<file path="config.mk">
export PLATFORM = sky130hd
export DESIGN_NAME = matmul_res_collector
export DESIGN_NICKNAME = d
export VERILOG_FILES = /design/src/rtl/matmul_pkg.sv /design/src/rtl/matmul_res_idx_cnt.sv /design/src/rtl/matmul_res_collector.sv
export SDC_FILE = /design/constraint.sdc
export NUM_CORES = 1
export LEC_CHECK = 0
export ABC_AREA = 1
export CORE_UTILIZATION = 43
export DETAILED_ROUTE_END_ITERATION = 8
export GPL_TIMING_DRIVEN = 1
export PLACE_DENSITY = 0.77
export SETUP_SLACK_MARGIN = 0.2
export SYNTH_ARGS = -nofsm -noshare
export SYNTH_HDL_FRONTEND = slang
export SYNTH_SLANG_ARGS = --single-unit
</file>
<file path="constraint.sdc">
create_clock -name clk -period 1.8 [get_ports clk]
set_input_delay 0.18 -clock clk [delete_from_list [all_inputs] [get_ports clk]]
set_output_delay 0.18 -clock clk [all_outputs]
set_load 0.02 [all_outputs]
</file>
<file path="src/rtl/matmul_pkg.sv">
// Shared matmul definitions: bus geometry, result-region base and the
// result-collector state encoding.
package matmul_pkg;

    localparam int MM_DATA_WIDTH = 8;
    localparam int MM_BUS_WIDTH  = 16;
    localparam int MM_ADDR_WIDTH = 16;

    // APB word address of result element [0][0]
    localparam logic [15:0] MM_RES_BASE = 16'h0100;

    // ACCESS cycles tolerated before a readout is abandoned (timeout build)
    localparam int TIMEOUT_CYCLES = 255;

    typedef enum logic [2:0] {
        COL_IDLE,
        COL_SETUP,
        COL_ACCESS,
        COL_NEXT,
        COL_DONE
    } col_state_e;

endpackage

</file>
<file path="src/rtl/matmul_res_idx_cnt.sv">
// Row/column walker over the N x M result window, row-major, with
// last-element detect and a look-ahead of the following index.
module matmul_res_idx_cnt #(
    parameter int MAX_DIM = 2,
    parameter int DIM_W   = $clog2(MAX_DIM) + 1
) (
    input  logic             clk,
    input  logic             rst_n,
    input  logic             clr,
    input  logic             adv,
    input  logic [DIM_W-1:0] n_dim,
    input  logic [DIM_W-1:0] m_dim,
    output logic [DIM_W-1:0] i_idx,
    output logic [DIM_W-1:0] j_idx,
    output logic [DIM_W-1:0] i_nxt,
    output logic [DIM_W-1:0] j_nxt,
    output logic             last
);

    logic col_end;

    // Next index in row-major order and end-of-window detect
    always_comb begin
        col_end = (j_idx == m_dim - DIM_W'(1));
        last    = col_end && (i_idx == n_dim - DIM_W'(1));
        j_nxt   = col_end ? '0 : j_idx + DIM_W'(1);
        i_nxt   = col_end ? i_idx + DIM_W'(1) : i_idx;
    end

    // Index registers: cleared on a new readout, stepped once per element
    always_ff @(posedge clk or negedge rst_n) begin
        if (!rst_n) begin
            i_idx <= '0;
            j_idx <= '0;
        end else if (clr) begin
            i_idx <= '0;
            j_idx <= '0;
        end else if (adv) begin
            i_idx <= i_nxt;
            j_idx <= j_nxt;
        end
    end

endmodule

</file>
<file path="src/rtl/matmul_res_collector.sv">
// APB-master readout of the matmul result region into a flat matrix image,
// strobing start_cmp once a complete, error-free matrix is held.
// Optional: define MATMUL_COLLECT_TIMEOUT_EN to abandon an ACCESS phase
// that has waited TIMEOUT_CYCLES cycles without pready.
module matmul_res_collector
    import matmul_pkg::*;
#(
    parameter int DATA_WIDTH = MM_DATA_WIDTH,
    parameter int BUS_WIDTH  = MM_BUS_WIDTH,
    parameter int ADDR_WIDTH = MM_ADDR_WIDTH,
    parameter logic [ADDR_WIDTH-1:0] RES_BASE = ADDR_WIDTH'(MM_RES_BASE),
    parameter int MAX_DIM    = BUS_WIDTH / DATA_WIDTH,
    localparam int DIM_W     = $clog2(MAX_DIM) + 1
) (
    input  logic                                 clk,
    input  logic                                 rst_n,
    input  logic                                 start,
    input  logic [DIM_W-1:0]                     n_dim,
    input  logic [DIM_W-1:0]                     m_dim,
    output logic                                 busy,
    output logic                                 psel,
    output logic                                 penable,
    output logic                                 pwrite,
    output logic [ADDR_WIDTH-1:0]                paddr,
    input  logic [BUS_WIDTH-1:0]                 prdata,
    input  logic                                 pready,
    input  logic                                 pslverr,
    output logic [MAX_DIM*MAX_DIM*BUS_WIDTH-1:0] mat_res_flat,
    output logic                                 start_cmp,
    output logic                                 rd_err
);

    localparam int ELEM_W = (MAX_DIM > 1) ? $clog2(MAX_DIM * MAX_DIM) : 1;

    col_state_e state;
    logic [DIM_W-1:0] n_q, m_q;
    logic [DIM_W-1:0] i_idx, j_idx, i_nxt, j_nxt;
    logic             last;
    logic             dims_bad;
    logic             timeout;
    logic [ELEM_W-1:0] elem_idx;
    logic [MAX_DIM*MAX_DIM-1:0][BUS_WIDTH-1:0] res_q;

    assign pwrite       = 1'b0;
    assign mat_res_flat = res_q;

    function automatic logic [ADDR_WIDTH-1:0] elem_addr(input logic [DIM_W-1:0] r,
                                                        input logic [DIM_W-1:0] c);
        return RES_BASE + ADDR_WIDTH'(r) * ADDR_WIDTH'(MAX_DIM) + ADDR_WIDTH'(c);
    endfunction

    // Dimension validation and flat slot of the element being read
    always_comb begin
        dims_bad = (n_dim == '0) || (m_dim == '0) ||
                   (n_dim > DIM_W'(MAX_DIM)) || (m_dim > DIM_W'(MAX_DIM));
        elem_idx = ELEM_W'(int'(i_idx) * MAX_DIM + int'(j_idx));
    end

    matmul_res_idx_cnt #(
        .MAX_DIM (MAX_DIM),
        .DIM_W   (DIM_W)
    ) u_idx_cnt (
        .clk   (clk),
        .rst_n (rst_n),
        .clr   (state == COL_IDLE && start),
        .adv   (state == COL_NEXT),
        .n_dim (n_q),
        .m_dim (m_q),
        .i_idx (i_idx),
        .j_idx (j_idx),
        .i_nxt (i_nxt),
        .j_nxt (j_nxt),
        .last  (last)
    );

`ifdef MATMUL_COLLECT_TIMEOUT_EN
    logic [7:0] wait_cnt;

    assign timeout = !pready && (wait_cnt == 8'(TIMEOUT_CYCLES - 1));

    // Wait-state counter: idle at zero outside ACCESS, so every SETUP restarts it
    always_ff @(posedge clk or negedge rst_n) begin
        if (!rst_n)                   wait_cnt <= '0;
        else if (state != COL_ACCESS) wait_cnt <= '0;
        else if (!pready)             wait_cnt <= wait_cnt + 8'd1;
    end
`else
    assign timeout = 1'b0;
`endif

    // APB read sequencer with registered bus/handshake outputs and element capture
    always_ff @(posedge clk or negedge rst_n) begin
        if (!rst_n) begin
            state     <= COL_IDLE;
            n_q       <= '0;
            m_q       <= '0;
            busy      <= 1'b0;
            psel      <= 1'b0;
            penable   <= 1'b0;
            paddr     <= '0;
            start_cmp <= 1'b0;
            rd_err    <= 1'b0;
            res_q     <= '0;
        end else begin
            case (state)
                COL_IDLE: begin
                    start_cmp <= 1'b0;
                    if (start) begin
                        n_q <= n_dim;
                        m_q <= m_dim;
                        if (dims_bad) begin
                            rd_err <= 1'b1;
                            state  <= COL_DONE;
                        end else begin
                            rd_err <= 1'b0;
                            busy   <= 1'b1;
                            psel   <= 1'b1;
                            paddr  <= RES_BASE;
                            state  <= COL_SETUP;
                        end
                    end
                end
                COL_SETUP: begin
                    penable <= 1'b1;
                    state   <= COL_ACCESS;
                end
                COL_ACCESS: begin
                    if (pready) begin
                        psel    <= 1'b0;
                        penable <= 1'b0;
                        if (pslverr) begin
                            rd_err <= 1'b1;
                            busy   <= 1'b0;
                            state  <= COL_DONE;
                        end else begin
                            res_q[elem_idx] <= prdata;
                            state           <= COL_NEXT;
                        end
                    end else if (timeout) begin
                        psel    <= 1'b0;
                        penable <= 1'b0;
                        rd_err  <= 1'b1;
                        busy    <= 1'b0;
                        state   <= COL_DONE;
                    end
                end
                COL_NEXT: begin
                    if (last) begin
                        busy      <= 1'b0;
                        start_cmp <= !rd_err;
                        state     <= COL_DONE;
                    end else begin
                        psel  <= 1'b1;
                        paddr <= elem_addr(i_nxt, j_nxt);
                        state <= COL_SETUP;
                    end
                end
                COL_DONE: begin
                    start_cmp <= 1'b0;
                    state     <= COL_IDLE;
                end
                default: state <= COL_IDLE;
            endcase
        end
    end

endmodule

</file>
==> impl_metrics.ini, run 1 <==
[floorplan]
io_pins = 111
die_w_um = 97.1
initial_utilization_pct = 44.6
die_h_um = 97.1
fp.dieArea_um2 = 9420
rows = 34
core_region_area_um2 = 8720

[clock_network]
cts_buffers = 9
clock_latency_ns = 0.36
cts-root-buf = clkbuf_8
clk_path_buf_depth = 2
cts_tree = built
h-tree-depth = 3
clk_pin_slew_ns = 0.10
cts_sinks = 85

[timing]
max_slew_margin_pct = 55.2
drv_slew = 0
hold_violations = 0
worstMarginPinSlew_ns = 0.672
max_freq_mhz = 625
rsz0062_at_grt = yes
finalCriticalPeriod_ns = 1.60
holdWs_ns = 0.387
worst_clock_skew_ns = 0.00698
post-route-period-util_pct = 88.9
setup_viol = 0
setup_tns_ns = 0

[setup_path]
cp.arrival_ns = 1.86
cp.required_ns = 2.06
crit_type = flop to flop
crit_path_start_kind = flop
end_kind = flop
cp_max_fo = 4

[routing]
routed_wl_um = 9510
ant_nets = 0
wire_per_inst_um = 15.0
drt-pass1-iter-count = 4
drt_iter0_drc = 172
via_count = 3124
routed_via_density = 4.94
drc = 0

[place]
place_congestion = 0.926
hpwl_um = 6020
io_buffers = 98
placed_area_um2 = 4900

[global_route]
grt_pass1_wl_um = 14400
grt_max_degree = 54
grt_pass1_vias = 2995
grt_antenna_before_repair = 0
gr-total-overflow = 0
grt_use_total_pct = 19.5

[finish]
fillers = 707
final_area_um2 = 5450
final_cell_mix = nand2_1, clkdlybuf4s50_1, dfrtp_1, o21ai_2, inv_1
layout.nets = 547
final_layout_size_suffix_gt1_share_pct = 26.5
final_common_cell = nand2_1
area_growth_pct = 40.2
n_antenna_cell = 0

[yosys]
synth-xor-area-share_pct = 0.869
synth_seq_area_share_pct = 54.7
ys_warn_count = 0
ys.flop_type = dfrtp_1
yosys.area_share.simple_pct = 18.8
synth_compound_area_share_pct = 14.6
netlist_instances = 393
syn_area_per_cell_um2 = 9.89
synth.mux.area_fraction_pct = 0
synth-edff-count = 0
synth-async-reset-ratio_pct = 100
synth_top_family_by_area = simple AND/OR/NAND/NOR gates
synthAdderAreaFrac_pct = 0.644
synth_cell_types = 31
syn_area_um2 = 3890
synth-seq-cells = 85

[pwr]
vdd_drop_max_mv = 1.01
total_power_mw = 6.56
power.density_nw_per_um2 = 1200
p_leak_nw = 2.63

[status]
status = completed

[hold_path]
hold_class = input pin to asynchronous set/reset pin

[run]
cap_violations = 0
==> synth_stat cells, types with 6 or more instances <==
master | count | area [um^2]
a21oi_1 | 6 | 30.0
buf_4 | 12 | 90.1
buf_6 | 11 | 124
dfrtp_1 | 85 | 2130
inv_1 | 39 | 146
inv_2 | 8 | 30.0
nand2_1 | 113 | 424
nand2_4 | 6 | 67.6
nand3_1 | 9 | 45.0
nor2_1 | 8 | 30.0
o21ai_1 | 23 | 115
o21ai_2 | 42 | 368
==> path summary, 6_finish.rpt <==
kind | startpoint | to | slack (ns) | cells past startpoint
max | u_idx_cnt.j_idx[1]$_DFFE_PN0P_ | paddr[2]$_DFFE_PN0P_ | 0.20 | 13
min | rst_n | mat_res_flat[25]$_DFFE_PN0P_ | 0.39 | 2
max reg2reg | u_idx_cnt.j_idx[1]$_DFFE_PN0P_ | paddr[2]$_DFFE_PN0P_ | 0.20 | 13
min reg2reg | paddr[8]$_DFFE_PN0P_ | paddr[8]$_DFFE_PN0P_ | 0.48 | 2
max in group asynchronous | rst_n | state[0]$_DFFE_PN0P_ | 0.74 | 3
min in group clk | m_dim[1] | m_q[1]$_DFFE_PN0P_ | 0.43 | 3
==> registers in the layout (all words and copies together) (netlist names), 2 cells and up <==
register	flops
mat_res_flat	64
paddr	5
state	3
m_q	2
n_q	2
u_idx_cnt.i_idx	2
u_idx_cnt.j_idx	2
==> power breakdown <==
part           switching, mW  internal, mW
Sequential             0.293          2.31
Combinational           1.46          1.14
Clock                  0.804         0.553
==> cell type report <==
class                           count  area, um^2  area share [%]
Timing Repair Buffer              127        1270            23.3
Clock buffer                        9         124            2.27
Tap cell                          108         135            2.48
Clock inverter                      7        81.3            1.49
Multi-Input combinational cell    249        1520            27.9
Inverter                           48         185            3.40
Sequential cell                    85        2130            39.1
==> worst max-delay path, cell delays in order (launching register included) <==
cell	delay, ns
dfrtp_1	0.41
inv_2	0.06
nand2_2	0.07
nand2_1	0.05
nand2_1	0.07
nand2_2	0.09
inv_4	0.09
nand2_2	0.05
nand2_2	0.07
inv_2	0.05
ha_4	0.16
ha_4	0.22
nand2_1	0.06
nand2_1	0.04
==> routing by layer <==
| metal | vias up | wire, um | GRT usage, % |
|---|---|---|---|
| met5 | - | 0 | 0 |
| met4 | 0 | 146 | 7.35 |
| met3 | 13 | 431 | 3.81 |
| met2 | 98 | 4920 | 34.2 |
| met1 | 1527 | 4010 | 23.8 |
| li1 | 1486 | - | - |
==> metrics by stage <==
step                worst slack [ns]  utilization, %  instances
global route                   0.124            62.5        633
CTS                            0.153            59.4        615
detailed placement            0.0832            56.2        593
finish                         0.199            62.5        633
floorplan                      0.199               -        404
global placement               0.129            56.2        593
==> logic make-up after synthesis <==
family / count (synthesis)
AOI/OAI and AO/OA: 80
xor gates and xnor gates: 3
other: 1
DFF: 85
adders and majority gates: 2
and+or+nand+nor: 150
buffers and inverters: 72
==> what timing repair did <==
action | CTS | global route
pin swaps | 1 | 13
gates resized for setup | 2 | 30
buffers inserted | 4 | 14
endpoints found under the setup margin | 18 | 66
hold buffers | 1 | 0
hold endpoints to repair | 50 | 0
cloned | 1 | 4
Power figures use the tool's default switching activity.
==> run 2: changes to the inputs <==
Settings changed: SLEW_MARGIN from default to 20.
==> results of run 2 <==
No change in the layout: final DEF, timing and power equal those of run 1.
